--- src/rtl/mux_scan_n.sv ---
// N-channel registered display multiplexer with MANUAL select and AUTO scan modes.
// Optional blanking after each channel change is enabled by defining MUX_SCAN_BLANK_EN.
module mux_scan_n #(
  parameter int WIDTH = 7,
  parameter int CHANNELS = 3,
  parameter int DWELL = 4,
  parameter logic [WIDTH-1:0] DEFAULT_VAL = '0,
`ifdef MUX_SCAN_BLANK_EN
  parameter int BLANK_CYCLES = 1,
`endif
  localparam int SELW = (CHANNELS > 1) ? $clog2(CHANNELS) : 1
) (
  input  logic                      clock,
  input  logic                      reset_n,
  input  logic [CHANNELS*WIDTH-1:0] d_in,
  input  logic [SELW-1:0]           sel,
  input  logic                      auto_en,
  input  logic                      hold,
  output logic [WIDTH-1:0]          out_data,
  output logic [SELW-1:0]           out_ch,
  output logic [CHANNELS-1:0]       digit_en,
  output logic                      strobe
);

  localparam int CNTW = $clog2(DWELL) + 1;
  localparam logic [CNTW-1:0] CNT_LAST = CNTW'(DWELL - 1);
  localparam logic [SELW-1:0] CH_LAST = SELW'(CHANNELS - 1);

  typedef enum logic {MANUAL, AUTO} state_t;

  state_t          state;
  logic [CNTW-1:0] cnt;
  logic [CNTW-1:0] cnt_nxt;
  logic [SELW-1:0] ch_nxt;
  logic            strobe_nxt;
  logic            blank_nxt;

  // Out-of-range indices fall through to DEFAULT_VAL / no enable.
  function automatic logic [WIDTH-1:0] pick(input logic [SELW-1:0] idx,
                                            input logic [CHANNELS*WIDTH-1:0] bus);
    pick = DEFAULT_VAL;
    for (int k = 0; k < CHANNELS; k++)
      if (idx == SELW'(k)) pick = bus[k*WIDTH +: WIDTH];
  endfunction

  function automatic logic [CHANNELS-1:0] onehot(input logic [SELW-1:0] idx);
    onehot = '0;
    for (int k = 0; k < CHANNELS; k++)
      if (idx == SELW'(k)) onehot[k] = 1'b1;
  endfunction

  // The AUTO scan index lives in out_ch itself; MANUAL simply overwrites it with sel.
  always_comb begin
    ch_nxt     = out_ch;
    cnt_nxt    = cnt;
    strobe_nxt = 1'b0;
    if (!auto_en) begin
      ch_nxt  = sel;
      cnt_nxt = '0;
    end else if (state == MANUAL) begin
      ch_nxt     = '0;
      cnt_nxt    = '0;
      strobe_nxt = 1'b1;
    end else if (!hold) begin
      if (cnt == CNT_LAST) begin
        ch_nxt     = (out_ch == CH_LAST) ? '0 : out_ch + SELW'(1);
        cnt_nxt    = '0;
        strobe_nxt = 1'b1;
      end else begin
        cnt_nxt = cnt + CNTW'(1);
      end
    end
`ifdef MUX_SCAN_BLANK_EN
    blank_nxt = auto_en && (cnt_nxt < CNTW'(BLANK_CYCLES));
`else
    blank_nxt = 1'b0;
`endif
  end

  always_ff @(posedge clock or negedge reset_n) begin
    if (!reset_n) begin
      state    <= MANUAL;
      cnt      <= '0;
      out_data <= DEFAULT_VAL;
      out_ch   <= '0;
      digit_en <= '0;
      strobe   <= 1'b0;
    end else begin
      state    <= auto_en ? AUTO : MANUAL;
      cnt      <= cnt_nxt;
      out_ch   <= ch_nxt;
      strobe   <= strobe_nxt;
      out_data <= blank_nxt ? DEFAULT_VAL : pick(ch_nxt, d_in);
      digit_en <= blank_nxt ? '0 : onehot(ch_nxt);
    end
  end

endmodule
--- config.mk ---
export PLATFORM = sky130hd
export DESIGN_NAME = mux_scan_n
export DESIGN_NICKNAME = d
export VERILOG_FILES = /design/src/rtl/mux_scan_n.sv
export SDC_FILE = /design/constraint.sdc
export NUM_CORES = 1
export LEC_CHECK = 0
export ABC_AREA = 1
export CORE_UTILIZATION = 42
export CTS_CLUSTER_SIZE = 16
export DETAILED_ROUTE_END_ITERATION = 12
export PLACE_DENSITY = 0.83
export SLEW_MARGIN = 30
export SYNTH_ARGS = -nofsm -noshare
export SYNTH_HDL_FRONTEND = slang
export SYNTH_SLANG_ARGS = --single-unit
--- constraint.sdc ---
create_clock -name clock -period 3.53 [get_ports clock]
set_clock_uncertainty 0.05 [all_clocks]
set_input_delay 0.353 -clock clock [delete_from_list [all_inputs] [get_ports clock]]
set_output_delay 0.353 -clock clock [all_outputs]
set_load 0.02 [all_outputs]
==> metrics.txt <==
routed wire length 1790 microns; clk slew on worst S/H paths 0.10 ns; mean number of vias per cell 4.81; syn avg cell area 9.74 sq um; Cells after Synth 83; Hold-fix buffers, CTS 0; Buffers on Ports 39; Power Dens Cells 361 mW/mm^2; fin crit period 1.73 ns; P&R area growth vs syn 52.3%; Iteration-0 DRC Markers 16; initial antenna violation count 0; yosys warns 0; PostCTS Resize Cnt 0; Psw 129 uW; TritonCTS clock tree done; largest net degree at the start of global routing 18; Cell Int Power 316 uW; max incr delay on CP 0.47 ns; most frequent cells in the layout 39 x clkdlybuf4s50_1, 20 x nand3_1, 17 x dfrtp_1; worst-case clock buffer depth 2; switching share of power 29.0%; IO Pins 40; Seq pwr share 48.6%; DP Wirelength 1500 microns; total power 445 uW; diode count 0; Layout Nets 153; Clk network pwr share 23.4%; CTS Buf Count 3; Die Y 45.9 microns; Sink Count 17; Routed WL per cell 12.0 microns; Slew HR 51.8%; Hold Fails Final Rpt 0; Die W 45.9 microns; CORE AREA 0.00176 sq mm; worst setup path category in2reg; Post-Route Setup TNS 0 ns; post-synth cell types 19; mapped cell area 808 sq um; Multi-input gate area 318 sq um; crit path launch type primary input; Crit-path slowest cell clkdlybuf4s50_1; worst hold path class reg2reg; cell family with the largest share of critical-path delay buffers and inverters; H-tree depth 1; CP bufs+invs 3; post-synth top area share 52.6%; leakage 0.557 nW; CTS root buffer clkbuf_4; RSZ-0062 raised after global routing no; # DRC 0; Initial Util 45.8%; crit path DAT 1.86 ns; fillcell total 138; DR vias 716; cell taking the most area after synthesis dfrtp_1; GR Overflow Total 0; commonest non-fill, non-tap cell in the layout clkdlybuf4s50_1; CP Data Required Time 3.66 ns; ratio of cells with drive above 1 in the final layout 13.7%; main area contributors after synthesis dfrtp_1 53%, nand3_1 12%, nand3_2 6.2%; Max Clk Rate 0.578 GHz; overall routing resource usage 18.8%; outcome complete, no violations; setup bufs post-CTS 0; Final Max Tran Viols 0; Clock Latency Late Sink 0.28 ns; cell row count 15; worst hold slack 0.421 ns; placer congestion estimate 0.768; Critical Path, Cell by Cell clkdlybuf4s50_1 > inv_2 > nand3_2 > nand2_2 > nand3_2 > nand2_2 > inv_1 > nand3_1 > nand3_1; Max-cap violations 0; die area 0.00210 sq mm; largest fanout on the critical path 11; register area share after synthesis 52.6%; Worst-Margin Slew 0.720 ns; critical path capture point type flop; flops & latches, synth 17; first-pass GRT wire length 2840 microns; register area 425 sq um; crit share post-route 49.0%; maximum vdd drop 0.272 mV; vias in the first global route 688; total nets after synthesis 111; count of final setup violators 0; combinational share of power 27.9%; Pre-Repair DR Iteration Count 4; ANT nets after route 0
==> routing by layer <==
layer | vias up | share of wire [%] | wire, microns | global-route usage [%]
met5 | - | 0 | 0 | 0
met1 | 336 | 42 | 741 | 24.9
met3 | 2 | 2.9 | 52 | 1.19
li1 | 358 | - | - | -
met4 | 0 | 0.45 | 8 | 9.41
met2 | 20 | 55 | 982 | 30.7
==> state kept, by name, indices dropped and copies added, names as in the netlist <==
register / flops
out_ch: 2
digit_en: 3
state: 1
cnt: 3
out_data: 7
strobe: 1
==> power by group through the flow <==
stage          registers (mW)  logic, mW  clock network, mW
6_report                0.216      0.124              0.104
5_1_grt                 0.218      0.135              0.112
4_1_cts                 0.217      0.126              0.106
3_5_place_dp            0.221      0.125                  0
3_3_place_gp            0.220      0.123                  0
2_1_floorplan           0.239     0.0400                  0
==> metrics by stage <==
stage	instance area (sq um)	std cells	setup slack (ns)	util, %
2_1_floorplan	808	83	2.12	-
3_3_place_gp	1200	145	1.55	68.2
3_5_place_dp	1200	145	1.50	68.2
4_1_cts	1230	149	1.78	69.8
5_1_grt	1230	149	1.62	69.8
6_report	1230	149	1.80	69.8
==> Yosys cell counts, drive strengths merged <==
library cell / instances
inv: 9
a21oi: 2
xor2: 1
nand2: 16
ha: 1
nor3: 1
nor2: 7
dfrtp: 17
nand4: 1
buf: 2
a211oi: 1
nand3: 25
==> final timing paths <==
path / cells after the start / to / slack, ns / from
max: 9 / out_data[3] / 1.80 / hold
min: 1 / strobe / 0.42 / state
max reg2reg: 8 / out_data[3] / 1.80 / cnt[0]
min reg2reg: 1 / strobe / 0.42 / state
max in group asynchronous: 1 / cnt[2] / 2.54 / reset_n
min in group asynchronous: 1 / strobe / 0.44 / reset_n
==> area by class of cell <==
type	instances	share of cell area (%)
clock buffer	3	1.83
clock inverter	1	0.407
inverter	9	3.15
multi-input combinational	55	25.8
sequential	17	34.6
tap	25	2.54
timing repair buffer	39	31.7
==> cell families after synthesis <==
family / Yosys count / synth area share, %
and+or+nand+nor: 50 / 34.5
xor gates and xnor gates: 1 / 1.08
buffers and inverters: 11 / 8.05
adders and majority gates: 1 / 1.55
AOI/OAI and AO/OA: 3 / 2.17
DFF: 17 / 52.6
Power figures use the tool's default switching activity.
